===== src/rtl/pipe_hazard_ctrl_pkg.sv =====
// pipe_hazard_ctrl_pkg: shared stage indices, stall bus width and hazard FSM states
package pipe_hazard_ctrl_pkg;
   localparam int STALL_W   = 6;
   localparam int STAGE_IF  = 0;
   localparam int STAGE_ID  = 1;
   localparam int STAGE_EX  = 2;
   localparam int STAGE_MEM = 3;
   localparam int STAGE_WB  = 4;
   typedef enum logic [1:0] {RUN, TIMED, FLUSH_WAIT, FLUSH} state_e;
endpackage


===== src/rtl/pipe_hazard_ctrl_prio.sv =====
// prio_stall_mask: highest requesting stage -> thermometer stall mask plus one-hot bubble above it
module prio_stall_mask #(
   parameter int N = 6
) (
   input  logic [N-1:0] req,
   output logic [N-1:0] mask,
   output logic [N-1:0] bub
);
   assign bub[0] = 1'b0;
   for (genvar i = 0; i < N; i++) begin : g_mask
      assign mask[i] = |req[N-1:i];
      if (i > 0) begin : g_bub
         assign bub[i] = mask[i-1] & ~mask[i];
      end
   end
endmodule


===== src/rtl/pipe_hazard_ctrl.sv =====
// pipe_hazard_ctrl: merges stage stalls, timed EX stalls and flush requests into pipeline controls
module pipe_hazard_ctrl
   import pipe_hazard_ctrl_pkg::*;
#(
   parameter int NSTAGE    = STALL_W,
   parameter int PC_W      = 32,
   parameter int CNT_W     = 6,
   parameter int EX_IDX    = STAGE_EX,
   parameter int FLUSH_IDX = STAGE_MEM,
   parameter int PERF_W    = 32
) (
   input  logic              clk,
   input  logic              rst,
   input  logic [NSTAGE-1:0] stallreq,
   input  logic              tstall_go,
   input  logic [CNT_W-1:0]  tstall_len,
   input  logic              flush_req,
   input  logic [PC_W-1:0]   flush_pc,
   output logic [NSTAGE-1:0] stall,
   output logic [NSTAGE-1:0] bubble,
   output logic              flush,
   output logic [PC_W-1:0]   new_pc,
   output logic              tstall_busy,
   output logic [PERF_W-1:0] stall_cycles
);
   state_e            state, state_nx;
   logic [CNT_W-1:0]  cnt, cnt_nx;
   logic [PC_W-1:0]   pend, pend_nx;
   logic              flush_q;
   logic              hi_stall;
   logic              rise;
   logic [NSTAGE-1:0] eff_req, mask, bub;

   // stage 0 never requests; the timed stall shows up as an EX request
   assign eff_req     = (stallreq & ~NSTAGE'(1)) | (NSTAGE'(tstall_busy) << EX_IDX);
   assign hi_stall    = |stallreq[NSTAGE-1:FLUSH_IDX];
   assign rise        = flush_req & ~flush_q;
   assign flush       = state == FLUSH;
   assign tstall_busy = state == TIMED;
   assign new_pc      = flush ? pend : '0;
   assign stall       = flush ? '0 : mask;
   assign bubble      = flush ? '0 : bub;

   prio_stall_mask #(.N(NSTAGE)) u_mask (
      .req (eff_req),
      .mask(mask),
      .bub (bub)
   );

   // next state: a new flush edge beats timed stalls; only one flush is pending at a time
   always_comb begin
      state_nx = state;
      cnt_nx   = cnt;
      pend_nx  = pend;
      case (state)
         RUN, TIMED: begin
            if (rise) begin
               state_nx = hi_stall ? FLUSH_WAIT : FLUSH;
               cnt_nx   = '0;
               pend_nx  = flush_pc;
            end else if (state == RUN) begin
               if (tstall_go && tstall_len != '0) begin
                  state_nx = TIMED;
                  cnt_nx   = tstall_len;
               end
            end else begin
               cnt_nx   = cnt - 1'b1;
               state_nx = cnt == CNT_W'(1) ? RUN : TIMED;
            end
         end
         FLUSH_WAIT: state_nx = hi_stall ? FLUSH_WAIT : FLUSH;
         default:    state_nx = RUN;
      endcase
   end

   // state, pending PC, flush edge history and saturating stall counter
   always_ff @(posedge clk) begin
      if (rst) begin
         state        <= RUN;
         cnt          <= '0;
         pend         <= '0;
         flush_q      <= 1'b0;
         stall_cycles <= '0;
      end else begin
         state   <= state_nx;
         cnt     <= cnt_nx;
         pend    <= pend_nx;
         flush_q <= flush_req;
         if (stall[0] && !(&stall_cycles)) stall_cycles <= stall_cycles + 1'b1;
      end
   end
endmodule


===== config.mk =====
export PLATFORM = sky130hd
export DESIGN_NAME = pipe_hazard_ctrl
export DESIGN_NICKNAME = d
export VERILOG_FILES = /design/src/rtl/pipe_hazard_ctrl_pkg.sv /design/src/rtl/pipe_hazard_ctrl_prio.sv /design/src/rtl/pipe_hazard_ctrl.sv
export SDC_FILE = /design/constraint.sdc
export NUM_CORES = 1
export LEC_CHECK = 0
export ABC_CLOCK_PERIOD_IN_PS = 2700
export BUFFER_PORTS_ARGS = -buffer_cell sky130_fd_sc_hd__buf_2
export CORE_ASPECT_RATIO = 0.75
export CORE_MARGIN = 2
export CORE_UTILIZATION = 50
export DETAILED_ROUTE_END_ITERATION = 7
export PLACE_DENSITY = 0.8
export SLEW_MARGIN = 40
export SYNTH_ARGS = -nofsm -noshare
export SYNTH_HDL_FRONTEND = slang
export SYNTH_SLANG_ARGS = --single-unit

===== constraint.sdc =====
create_clock -name clk -period 2.7 [get_ports clk]
set_clock_uncertainty 0.05 [all_clocks]
set_input_delay 0.135 -clock clk [delete_from_list [all_inputs] [get_ports clk]]
set_output_delay 0.135 -clock clk [all_outputs]
set_load 0.02 [all_outputs]

## Word-level counts from Yosys, hierarchy flattened

Cells that the tools add are included.

- Bitwise gates (word level): 13
- Multiplexer cells: 12
- $add $sub $neg: 2
- Eq/ne operators: 6
- Reductions and logical operators: 15

Operator list:

| operator | count |
|---|---|
| $add A32 B1 Y32 const B | 1 |
| $mux W32 | 1 |
| $reduce_and A32 Y1 | 1 |
| $mux W6 | 5 |
| $and A1 B1 Y1 | 6 |
| $eq A6 B1 Y1 const B | 1 |
| $mux W2 | 3 |
| $not A1 Y1 | 6 |
| $or A6 B3 Y6 | 1 |
| $reduce_bool A6 Y1 | 1 |
| $reduce_or A3 Y1 | 2 |
| $reduce_or A6 Y1 | 1 |
| $sub A6 B1 Y6 const B | 1 |
| $reduce_or A5 Y1 | 1 |
| $eq A2 B2 Y1 const B | 2 |
| $ne A4 B4 Y1 const B | 1 |
| $pmux W2 S2 | 1 |
| $reduce_and A2 Y1 | 2 |
| $reduce_or A2 Y1 | 2 |
| $reduce_or A4 Y1 | 1 |
| $ne A3 B2 Y1 const B | 1 |
| $eq A2 B1 Y1 const B | 1 |
| $logic_and A1 B1 Y1 | 2 |
| $logic_not A2 Y1 | 1 |
| 2 further kinds | 3 |

- Output and inout bits: 78
- Bits of input ports: 48
- Flip-flop bits (word level): 73

## Longest topological paths before layout

Gate-level depths: netlist (run 1).

- Depth after elaboration: 6
- Depth in mapped cells: 9

## Cells and area by module

From an unflattened synthesis (run 1), not the netlist that was laid out.

- Cell total of the unflattened synthesis: 472
- Area total of the unflattened synthesis: 3,686.0 um^2

By module, submodules not included:

| module | cells an instance | area an instance (um^2) | instances | seq. area each (um^2) |
|---|---|---|---|---|
| pipe_hazard_ctrl | 455 | 3,589.7 | 1 | 1,461.4 |
| prio_stall_mask | 17 | 96.3 | 1 | 0.0 |

## Worst setup path before layout (run 1)

No wires, ideal clock.

- Path type: register to register
- From: reg stall_cycles[0]
- To: reg stall_cycles[9]
- Arrival: 1,989 ps
- Data required time: 2,522 ps
- Period minus slack after synthesis: 2,167 ps
- Setup slack: 533 ps
- Stages on the path, launching flop included: 9
- Cells stage by stage: dfxtp_1 ha_1 and4_2 nand4_1 o311ai_4 buf_6 buf_12 xor2_1 nor2_1

- Word-level cells in the longest chain between the ends: 3

Ends and longest elaborated chain:

| item | line | source |
|---|---|---|
| start, declared | pipe_hazard_ctrl.sv:24 | `output logic [PERF_W-1:0] stall_cycles` |
| start signal, assigned | pipe_hazard_ctrl.sv:89 | `if (stall[0] && !(&stall_cycles)) stall_cycles <= stall_cycles + 1'b1;` |
| parallel branches: the longest is 3 deep, another holds $add A32 B1 Y32 | n/a |  |

Parallel ways; which one is timed is not known.
A chain may end at the register's enable or synchronous reset.

## Worst setup path after layout (run 1)

- From: reg stall_cycles[0]
- To: reg stall_cycles[2]

Same word-level chain as after synthesis.

==> results, run 1 <==
- The via count is 3,903.
- The hold path startpoint is tstall_len[4].
- The number of gates given a new drive strength after cts is 0.
- The remaining antenna violation count is 0.
- The initial utilization of the core area, before any placement, comes to 0.526.
- The worst setup path is captured at a flop.
- The placed instances occupy a cell area of 0.00430 mm2.
- The die is 78.1 um tall.
- The area overhead of the layout relative to synthesis is 33.8%.
- The post-synthesis sequential area ratio is 0.399.
- The signal on the critical path passes through ha_1, and4_2, nand4_1, o31ai_4, o21ai_0, a21oi_1.
- Yosys mapped a number of flops with a built-in enable equal to 0.
- The hold violation count in the final report was 0.
- The tree is rooted in a sky130_fd_sc_hd__clkbuf_8.
- The leftover overflow at the end of global routing is 0.
- The number of warning messages in the yosys log is 0.
- After layout, the worst setup slack is 421 ps.
- Measured along the x axis, the die boundary spans 103 um.
- The analysis attributes to cell leakage a power of 2.17 nW.
- The number of clock sinks is 73.
- After technology mapping, the gate count stands at 460.
- The finished layout holds 710 standard cells, fillers aside.
- After synthesis, the share of flip-flops with an asynchronous set or reset is 0.
- The number of antenna violations at the first check in global routing is 0.
- The number of filler instances in the final layout is 589.
- Static timing analysis puts the maximum clock frequency at 439 MHz.
- The path class of the tightest hold or removal check is input pin to flop.
- The overall power is 2.59 mW.
- In this run the count of I/O pins placed on the die edge is 126.
- The largest net degree at the start of global routing is 46.
- Summing every instance area after synthesis gives 0.00366 mm2.
- The worst setup path is of the flop to flop kind.
- Before CTS, the worst setup slack after placement is 427 ps.
- In this run the number of H-tree levels came out at 3.
- The cell count after placement is 659.
- For this run, the leading register cell type out of synthesis is sky130_fd_sc_hd__dfxtp_1.
- The run finished with clean final reports.
- The cell depth of the worst min-delay path is 3.
- In the finished design, the share of the clock period the worst path needs comes to 0.844.
- The largest driver fanout on the critical path is 18.
- The required arrival time at the worst endpoint is 2930 ps.
- Clock tree synthesis inserted a total of 9 buffers.
- The clock transition at the registers of the reported paths is 80 ps.
- The worst-case clock buffer depth is 2.
- The average size of a mapped cell is 7.95 um2.
- The first TritonRoute pass finished after 5 iterations.
- The launch instance of the worst register-to-register path is stall_cycles[0].
- In the final routed layout, each cell accounts on average for 14.3 um.
- The total setup buffers inserted after CTS is 0.
- The worst path arrival time is 2510 ps.
- The post-detailed-route via-to-cell ratio is 5.50.
- For the worst flop-to-flop path, the logic depth is 6.
- The unique cell type count in the Yosys netlist is 54.
- The worst slew margin relative to its limit is 0.500.
- The floorplan step defined a die boundary enclosing 0.00802 mm2.
- The global-route wire length before repair is 16.3 mm.
- Summed over all failing endpoints, the final setup total negative slack is 0 ps.
- In the layout the commonest cells are sky130_fd_sc_hd__buf_2 (121), sky130_fd_sc_hd__nand2_1 (84), sky130_fd_sc_hd__dfxtp_1 (73), sky130_fd_sc_hd__a21oi_1 (58), sky130_fd_sc_hd__and3_1 (37).
- TritonCTS built the clock tree.
- The final-layout worst hold slack is 16.2 ps.
- For this block, the initial DRC count from the detailed router was 167.
- The most frequent standard cell in the layout excluding fill and tap cells is sky130_fd_sc_hd__buf_2.
- The reg-to-reg critical path endpoint is stall_cycles[2].
- At the pin with the least slew margin, the transition time is 731 ps.
- The core region is 0.00696 mm2.
- Across the VDD grid, the largest voltage drop is 358 uV.
- The clock latency reported for the late side of the worst-skew pair is 360 ps.
- On the worst path, the slowest cell contributes a delay of 620 ps.
- The shortest period the worst path allows is 2280 ps.
- The count of buffers added on input and output ports is 122.
- In this run the register-to-register setup slack is 420 ps.
- The count of state elements after synthesis is 73.
- The combined global-route utilization of all metal layers is 0.254.
- Of the cells placed in the final design, the portion with a size suffix greater than 1 is 0.301.
- STA classifies the critical path startpoint as a flop.
- The end of the worst hold path is cnt[4].
- Max-cap violations in this run came to 0.
- For this block, the routed nets add up to 10.1 mm of wire.
- Setup violations remaining at the end of the flow were counted as 0.
- For this run, design rule violations remaining after detail routing come to 0.
- After routing the design area is 0.00489 mm2.
- The number of slew-limit violations in the final report is 0.
- Setup repair after global routing left no endpoint under its margin.
- The routability-driven placement congestion ratio is 0.833.
- The cell with the biggest individual delay on the critical path is sky130_fd_sc_hd__o31ai_4.
- For this design, the CTS-stage hold fixing added 34 buffers.
- The cell row count is 26.
- The via count of the first global-routing pass is 3,576.
- The detailed placement HPWL is 6.55 mm.
- The power density relative to cell area is 528 mW/mm2.
- The final core utilization is 0.703.
- The final net count is 657.
## final cells by class
class | instances | area (um2) | share of cell area
multi-input cells | 348 | 2000 | 0.409
clock inverters | 7 | 126 | 0.0258
clock buffers | 9 | 124 | 0.0253
flip-flops and latches | 73 | 1460 | 0.299
inverters | 9 | 33.8 | 0.00690
diodes | 1 | 2.50 | 0.000511
repair buffers | 165 | 1020 | 0.209
well taps | 98 | 123 | 0.0251
## synthesized netlist by cell type, types with 3 or more instances
master                     count  area, um2
sky130_fd_sc_hd__a21oi_1      58        290
sky130_fd_sc_hd__a21oi_2       3       26.3
sky130_fd_sc_hd__a31oi_1       4       25.0
sky130_fd_sc_hd__and2_1        3       18.8
sky130_fd_sc_hd__and3_1       37        231
sky130_fd_sc_hd__and4_2        4       40.0
sky130_fd_sc_hd__buf_4         3       22.5
sky130_fd_sc_hd__buf_6         3       33.8
sky130_fd_sc_hd__clkbuf_1     23       86.3
sky130_fd_sc_hd__dfxtp_1      73       1460
sky130_fd_sc_hd__ha_1          3       37.5
sky130_fd_sc_hd__inv_1         8       30.0
sky130_fd_sc_hd__nand2_1      84        315
sky130_fd_sc_hd__nand2b_1      5       31.3
sky130_fd_sc_hd__nand3_1      10       50.1
sky130_fd_sc_hd__nand4_1      11       68.8
sky130_fd_sc_hd__nor2_1       20       75.1
sky130_fd_sc_hd__nor2b_1       5       31.3
sky130_fd_sc_hd__nor3_1        8       40.0
sky130_fd_sc_hd__o21ai_0      13       65.1
sky130_fd_sc_hd__o21ai_1       3       15.0
sky130_fd_sc_hd__o21ai_2       6       52.6
sky130_fd_sc_hd__o31ai_1       3       22.5
sky130_fd_sc_hd__o32ai_1       4       35.0
sky130_fd_sc_hd__or3_1        11       68.8
sky130_fd_sc_hd__or3_2        13       97.6
sky130_fd_sc_hd__or4_1         5       37.5
sky130_fd_sc_hd__xor2_1        7       61.3
## worst max-delay path: cells and delay by family (launching register included)
| kind | cells | cell delay, ps |
|---|---|---|
| compound gates | 3 | 980 |
| flops | 1 | 420 |
| simple gates | 2 | 510 |
| fa+ha+maj | 1 | 240 |
## per-layer routing
metal,GRT usage,wire [um]
met1,0.318,4270
met2,0.418,4960
met3,0.0632,676
met4,0.100,240
met5,0,0
## where the power goes
group	total (mW)	switching, mW	internal [mW]	leakage, nW
logic	0.353	0.206	0.147	1.46
clock network	1.08	0.454	0.625	0.122
registers	1.15	0.0325	1.12	0.594
total	2.59	0.693	1.89	2.17
## cell families (layout without fill, tap and decap cells)
group / after synthesis / in the layout / share of synthesized area
adders and majority gates: 3 / 3 / 0.0103
other: 1 / 3 / 0.00103
buffers and inverters: 40 / 190 / 0.0551
muxes: 2 / 2 / 0.00547
xor gates and xnor gates: 7 / 7 / 0.0168
DFF: 73 / 73 / 0.399
AOI/OAI and AO/OA: 105 / 105 / 0.181
and+or+nand+nor: 229 / 229 / 0.331
## worst max-delay path by stage
stage / from / endpoint / cells after the start / slack (ps)
6_report: stall_cycles[0] / stall_cycles[2] / 6 / 420
5_1_grt: stall_cycles[14] / stall_cycles[2] / 5 / 180
4_1_cts: stall_cycles[14] / stall_cycles[2] / 5 / 390
3_5_place_dp: stall_cycles[14] / stall_cycles[1] / 5 / 430
3_3_place_gp: stall_cycles[0] / stall_cycles[1] / 6 / 490
2_1_floorplan: stall_cycles[0] / stall_cycles[9] / 8 / 530
## registers in the layout, summed over array words and instances (netlist names)
register	cells
pend	32
stall_cycles	32
cnt	6
state	2
flush_q	1
Power figures use the tool's default switching activity.
==> run 2: changes to the inputs <==
Settings changed: ABC_CLOCK_PERIOD_IN_PS 2700 to 2300.
Clock period 2.7 ns to 2.3 ns, I/O delays scaled along.
==> results, run 2 (synthesis results as in run 1) <==
- The final wirelength is 10.5 mm.
- The remaining antenna violation count is 0.
- The slowest stage of the critical path is the sky130_fd_sc_hd__dfxtp_1 cell.
- The starting utilization of the core area is 0.526.
- The largest registers in the layout are pend (32), stall_cycles (32), cnt (6).
- For this run, the top clock speed supported by timing is 453 MHz.
- Summing over every cut layer, the via total after detailed routing is 3,996.
- The timing startpoint of the critical path is stall_cycles[14].
- The startpoint identified for the worst register-to-register timing path is stall_cycles[14].
- The leftover overflow at the end of global routing is 0.
- The timing endpoint of the critical path is stall_cycles[21].
- The via count of the first global-routing pass came to 3,618.
- The depth of the worst register-to-register path is 7.
- Timing analysis after detailed placement gives a worst setup slack of 148 ps.
- The area enclosed by the die boundary is 0.00802 mm2.
- The number of buffers and inverters on the critical path is 2.
- The element type at the critical path start is a flop.
- In this run the static leakage power is 2.22 nW.
- The horizontal die dimension is 103 um.
- At the later pin of the worst-skew pair, clock insertion delay measures 340 ps.
- The tool flagged a number of max-cap violations equal to 0.
- The library cell used most frequently in the layout, excluding fill and tap cells, is sky130_fd_sc_hd__buf_2.
- The type of the most critical hold path is input pin to flop.
- Setup repair after global routing left no endpoint under its margin.
- The largest net degree at the start of global routing is 43.
- The repair_antennas step left the layout with diodes totalling 0.
- The worst-case IR drop observed on VDD is 342 uV.
- The flow ran to the end, and the final reports show no timing, DRC or antenna violations.
- The endpoint identified for the worst register-to-register timing path is stall_cycles[21].
- In this run the number of H-tree levels came out at 3.
- In this run the register-to-register setup slack is 90 ps.
- Summed over all nets, the half-perimeter wirelength after detailed placement is 6.88 mm.
- In the final design database the tool counted 666 nets.
- In this run the tool buffered the top-level ports with 122 buffer cells.
- The clock root buffer is sky130_fd_sc_hd__clkbuf_8.
- The power density relative to cell area is 620 mW/mm2.
- The critical path depth is 7.
- The sort of element at the end of the critical path is a flop.
- The cell row count is 26.
- Of the cells placed in the final design, the portion with a size suffix greater than 1 is 0.310.
- At the worst endpoint, the required time is 2530 ps.
- The worst path arrival time is 2430 ps.
- The DRC marker count from the first detailed-route iteration is 231.
- Using the TritonRoute via totals, the vias-per-cell ratio works out to 5.57.
- The cell count after placement is 667.
- The area of the core is 0.00696 mm2.
- The clock transition at the registers of the reported paths is 80 ps.
- In this run the deepest clock path goes through 2 buffers.
- Clock tree synthesis inserted a total of 9 buffers.
- The number of DRC violations after detailed routing is 0.
- For this design, the sink count on the clock tree is 73.
- The post-route setup TNS is 0 ps.
- The worst slew margin relative to its limit is 0.665.
- The number of slew-limit violations in the final report came to 0.
- The overall power is 3.08 mW.
- The final critical-path share of the clock period is 0.959.
- The final instance count without filler cells is 718.
- The shortest period the worst path allows is 2210 ps.
- Traced cell by cell, the critical path runs through nand4_2, or2_0, o311ai_4, buf_4, buf_4, o21ai_0, a21oi_1.
- Relative to the synthesized area, the layout overhead comes to 35.9%.
- The start-to-end type of the worst setup path is flop to flop.
- The number of gates given a new drive strength after cts is 0.
- The number of placed I/O pins is 126.
- The clock tree from TritonCTS is built.
- The number of antenna violations at the first check in global routing is 0.
- Across all hold checks on the routed design, the worst slack comes to 24.6 ps.
- The height of the die is 78.1 um.
- The worst path meets setup with 94.2 ps of slack.
- The stage delay of the slowest cell on the critical path is 450 ps.
- In this run the worst path has a maximum fanout of 19.
- Setup violations remaining at the end of the flow were counted as 0.
- Leaving out fill and tap cells, the most frequent cells in the layout are sky130_fd_sc_hd__buf_2 (122), sky130_fd_sc_hd__nand2_1 (84), sky130_fd_sc_hd__dfxtp_1 (73), sky130_fd_sc_hd__a21oi_1 (58), sky130_fd_sc_hd__and3_1 (37).
- Fill cells in the final layout number 589.
- Grouping stages by cell kind, the critical path spends the most delay in simple AND/OR/NAND/NOR gates.
- The most repeated library cell on the critical path is sky130_fd_sc_hd__buf_4.
- The transition at the pin with the smallest max-transition slack is 499 ps.
- The first global-routing pass estimated 16.6 mm of wire.
- After detailed routing, the average wire length per cell comes to 14.6 um.
- For this run, the total global-route usage over all layers was measured as 0.257.
- The hold violation count in the final report is 0.
- The routability-driven placement congestion ratio is 0.817.
- The pre-antenna-repair detailed-routing pass consisted of 4 iterations.
-- run 2: cell type report --
class                   instances  area (um2)  share of cell area
multi-input cells             348        2000               0.403
flip-flops and latches         73        1460               0.294
repair buffers                174        1090               0.219
clock buffers                  12         165              0.0332
well taps                      98         123              0.0247
clock inverters                 4        97.6              0.0196
inverters                       9        33.8             0.00680
-- run 2: timing repair --
item                                    CTS  global route
hold buffers                             35             0
endpoints found under the hold margin    35             0
setup buffers                             0             0
endpoints found under the setup margin    0             1
-- run 2: metrics by stage --
step           area [um2]   util
3_3_place_gp         4360  0.626
4_1_cts              4970  0.714
6_report             4970  0.714
2_1_floorplan        3660      -
3_5_place_dp         4360  0.626
5_1_grt              4970  0.714
-- run 2: metal layers --
layer | track usage | wire (um) | vias to the layer above
met3 | 0.0614 | 792 | 16
met5 | 0 | 0 | -
met2 | 0.413 | 4850 | 180
met4 | 0.0855 | 157 | 0
met1 | 0.339 | 4670 | 1864
li1 | - | - | 1936
-- run 2: worst min path at each step --
stage / from / cells past startpoint / slack [ps] / to
3_3_place_gp: flush_req / 2 / 300 / flush_q
3_5_place_dp: flush_pc[18] / 3 / 310 / pend[18]
5_1_grt: tstall_len[0] / 3 / 30 / cnt[0]
2_1_floorplan: flush_req / 1 / 190 / flush_q
4_1_cts: tstall_len[0] / 3 / 10 / cnt[0]
6_report: tstall_len[0] / 3 / 20 / cnt[0]
-- run 2: worst register-to-register path, stage by stage, from the launching register on --
cell                       delay [ps]
sky130_fd_sc_hd__dfxtp_1          450
sky130_fd_sc_hd__nand4_2          220
sky130_fd_sc_hd__or2_0            420
sky130_fd_sc_hd__o311ai_4         320
sky130_fd_sc_hd__buf_4            280
sky130_fd_sc_hd__buf_4            180
sky130_fd_sc_hd__o21ai_0           80
sky130_fd_sc_hd__a21oi_1          130
-- run 2: power breakdown --
group          internal, mW  switching [mW]
logic                 0.182           0.250
clock network         0.810           0.488
registers              1.32          0.0338
total                  2.31           0.772
==> run 3: changes to the inputs <==
Settings changed: ABC_AREA set to 1, CORE_UTILIZATION 50 to 53, CTS_BUF_LIST set to sky130_fd_sc_hd__clkbuf_8, PLACE_DENSITY 0.8 to 0.83.
==> results, run 3 <==
- The run finished with clean final reports.
- In this run the clock root is driven by a sky130_fd_sc_hd__clkbuf_8.
- The sort of element at the end of the critical path is a flop.
- For this design, the slowest cell found on the critical path is sky130_fd_sc_hd__dfxtp_1.
- The highest achievable clock rate is 480 MHz.
- The final net count is 832.
- The worst path needs 2080 ps of the cycle, external delays included.
- The H-tree was split into 3 levels.
- The clock reaches the later pin of the worst-skew pair after 360 ps.
- Setup repair after global routing left no endpoint under its margin.
- At the end of routability-driven placement, the weighted congestion stood at 0.961.
- The count of input and output buffers is 122.
- For the worst flop-to-flop path, the logic depth is 10.
- The final critical-path share of the clock period is 0.905.
- The summed area of non-filler cells in the final layout is 0.00505 mm2.
- The minimum setup slack after placement is 210 ps.
- The clock net in this run drives a total of 73 sinks.
- Entering global routing, the biggest net connects 65 pins.
- The cell row count is 27.
- By startpoint and endpoint, the worst setup path is classified as flop to flop.
- The unique cell type count in the Yosys netlist is 27.
- From left edge to right edge, the die measures 104 um.
- The number of placed I/O pins is 126.
- The synthesized design contains 73 register bits.
- The number of filler instances in the final layout is 675.
- Dividing the detail-routed wire length by the instance count gives 13.0 um.
- A synthesized cell averages 6.19 um2.
- The timing startpoint of the critical path is stall_cycles[0].
- The global-route wire length before repair is 18.7 mm.
- TritonCTS built the clock tree.
- sky130_fd_sc_hd__dfxtp_1 takes more of the synthesized area than any other cell.
- Before antenna repair, the detailed router went through 5 iterations.
- The final instance count without filler cells is 887.
- The proportion of synthesized flip-flops having asynchronous set or reset is 0.
- In this run the register-to-register setup slack is 220 ps.
- The worst-case clock buffer depth is 2.
- The element type at the critical path start is a flop.
- The number of antenna diodes in the final layout is 0.
- After synthesis the cells add up to 0.00399 mm2.
- The final count of negative-setup-slack endpoints is 0.
- The most common cell in the synthesized netlist is sky130_fd_sc_hd__nand2_1.
- The final layout contains routed wiring with a total length of 11.5 mm.
- The endpoint identified for the worst register-to-register timing path is stall_cycles[14].
- For the worst setup path, the data arrival time is 2320 ps.
- Across the run, the number of max-cap violations was 0.
- The placed instances occupy a cell area of 0.00468 mm2.
- The area enclosed by the die boundary is 0.00825 mm2.
- The total setup buffers inserted after CTS is 0.
- The stage delay of the slowest cell on the critical path is 430 ps.
- Measured against its own limit, the worst slew margin works out to 0.635.
- The total clock buffers created by CTS is 9.
- The detailed placement HPWL is 8.33 mm.
- Of all nets on the critical path, the largest fanout is 12.
- The post-synthesis cell count is 645.
- The min-delay analysis places its worst path in the category input pin to flop.
- The post-route setup TNS is 0 ps.
- Once placement completed, the tool counted placed cells totaling 853.
- Traced cell by cell, the critical path runs through ha_1, inv_2, nor2_2, nand2_2, nor2_4, nand2_2, nand2_2, buf_4, nand2_1, a21oi_1.
- In the layout the commonest cells are sky130_fd_sc_hd__nand2_1 (186), sky130_fd_sc_hd__buf_2 (122), sky130_fd_sc_hd__nor2_1 (113), sky130_fd_sc_hd__dfxtp_1 (73), sky130_fd_sc_hd__inv_1 (68).
- The largest registers in the layout are pend (32), stall_cycles (32), cnt (6).
- The clock transition at the registers of the reported paths is 90 ps.
- After synthesis, the most frequently instantiated cells are sky130_fd_sc_hd__nand2_1 (186), sky130_fd_sc_hd__nor2_1 (113), sky130_fd_sc_hd__dfxtp_1 (73).
- In the final layout, the multi-input gates occupy 0.00213 mm2.
- The via count of the first global-routing pass was 4,015.
- The most repeated library cell on the critical path is sky130_fd_sc_hd__nand2_2.
- The total area inside the core boundary comes to 0.00733 mm2.
- At the pin with the least slew margin, the transition time is 543 ps.
- The number of DRC violations after detailed routing is 0.
- The total area of sequential cells is 0.00146 mm2.
- The combined global-route utilization of all metal layers is 0.281.
- For this run, the number of Yosys warnings is 0.
- The number of enable-type register cells in the synthesized netlist is 0.
- Once routing completed, OpenROAD measured the worst setup slack at 219 ps.
- The timing endpoint of the critical path is stall_cycles[14].
- The launch instance of the worst register-to-register path is stall_cycles[0].
- The most frequent standard cell in the layout excluding fill and tap cells is sky130_fd_sc_hd__nand2_1.
- By area the synthesized netlist is led by sky130_fd_sc_hd__dfxtp_1 (37%), sky130_fd_sc_hd__nand2_1 (17%), sky130_fd_sc_hd__nor2_1 (11%).
- The number of antenna violations at the first check in global routing is 0.
- For this run, the register share of the synthesized area comes to 0.366.
- The worst-case vdd ir drop is 392 uV.
- The power density relative to cell area is 552 mW/mm2.
- The detailed router finished its first iteration with 295 violations.
- For this run the aggregate overflow at the end of global routing stands at 0.
- From synthesis to final layout, the design area changed by 26.4%.
- The leakage component of the power is 2.23 nW.
- Once detail routing completed, the nets flagged for antenna violations numbered 0.
- The fraction of synthesized cell area taken by the top area cell type is 0.366.
- At the worst endpoint, the required time is 2540 ps.
- The dominant synthesized flop cell is sky130_fd_sc_hd__dfxtp_1.
- The hold violation count in the final report is 0.
- The number of slew-limit violations in the final report is 0.
- The via count is 4,522.
- The starting utilization of the core area is 0.545.
- Dividing the detail-routed via count by the number of cells gives 5.10.
- The die is 79.2 um tall.
- Of the cells placed in the final design, the portion with a size suffix greater than 1 is 0.206.
## run 3: changes by cell type after synthesis, moves of 11 or more
cell / change
sky130_fd_sc_hd__nand2_1: +102
sky130_fd_sc_hd__inv_1: +60
sky130_fd_sc_hd__nand3_1: +11
sky130_fd_sc_hd__o21ai_0: +24
sky130_fd_sc_hd__or3_1: -11
sky130_fd_sc_hd__or3_2: -13
sky130_fd_sc_hd__and3_1: -37
sky130_fd_sc_hd__nor2_1: +93
## run 3: layout make-up
cell class / count / area share
Timing Repair Buffer: 152 / 0.175
Multi-Input combinational cell: 475 / 0.422
Sequential cell: 73 / 0.290
Clock buffer: 9 / 0.0245
Clock inverter: 7 / 0.0121
Inverter: 70 / 0.0526
Tap cell: 101 / 0.0250
## run 3: where the power goes
part	internal [mW]	switching (mW)
Clock	0.412	0.562
Sequential	1.33	0.0369
Combinational	0.164	0.276
## run 3: how the worst min path moves through the flow
stage / from / end / slack (ps) / cells past startpoint
2_1_floorplan: flush_req / flush_q / 210 / 2
3_3_place_gp: flush_req / flush_q / 300 / 3
3_5_place_dp: flush_req / flush_q / 320 / 3
4_1_cts: flush_pc[15] / pend[15] / 2 / 3
5_1_grt: flush_pc[6] / pend[6] / 10 / 3
6_report: flush_pc[18] / pend[18] / 4 / 3
## run 3: layer usage
| layer | vias up | track usage | routed length (um) |
|---|---|---|---|
| li1 | 2280 | - | - |
| met1 | 2024 | 0.381 | 5310 |
| met2 | 192 | 0.449 | 5220 |
| met3 | 26 | 0.0591 | 766 |
| met4 | 0 | 0.0946 | 225 |
| met5 | - | 0 | 0 |
## run 3: worst max-delay path: cells and delay by family (launching register included)
kind,cells,cell delay (ps)
and+or+nand+nor,6,750
DFF,1,430
adders and majority gates,1,320
buffers and inverters,2,300
AOI/OAI and AO/OA,1,150
## run 3: logic make-up (layout without fill, tap and decap cells)
| logic type | after synthesis | count (layout) | share of synthesized area |
|---|---|---|---|
| buf+inv | 98 | 238 | 0.102 |
| xor+xnor | 16 | 16 | 0.0351 |
| simple gates | 344 | 344 | 0.346 |
| compound gates | 110 | 110 | 0.141 |
| fa+ha+maj | 3 | 3 | 0.00940 |
| other cells | 1 | 2 | 0.000939 |
| flops | 73 | 73 | 0.366 |
## run 3: metrics by stage
stage	total power [mW]	hold WS, ps	utilization
after floorplan	1.69	212	-
after global placement	1.79	305	0.638
after detailed placement	1.81	317	0.638
after CTS	2.80	1.79	0.688
after global routing	2.92	12.4	0.689
final	2.79	4.17	0.689
## run 3: what timing repair did
item / 4_1_cts / 5_1_grt
endpoints found under the setup margin: 0 / 3
hold buffers: 18 / 0
endpoints found under the hold margin: 18 / 0
gates resized for setup: 0 / 2
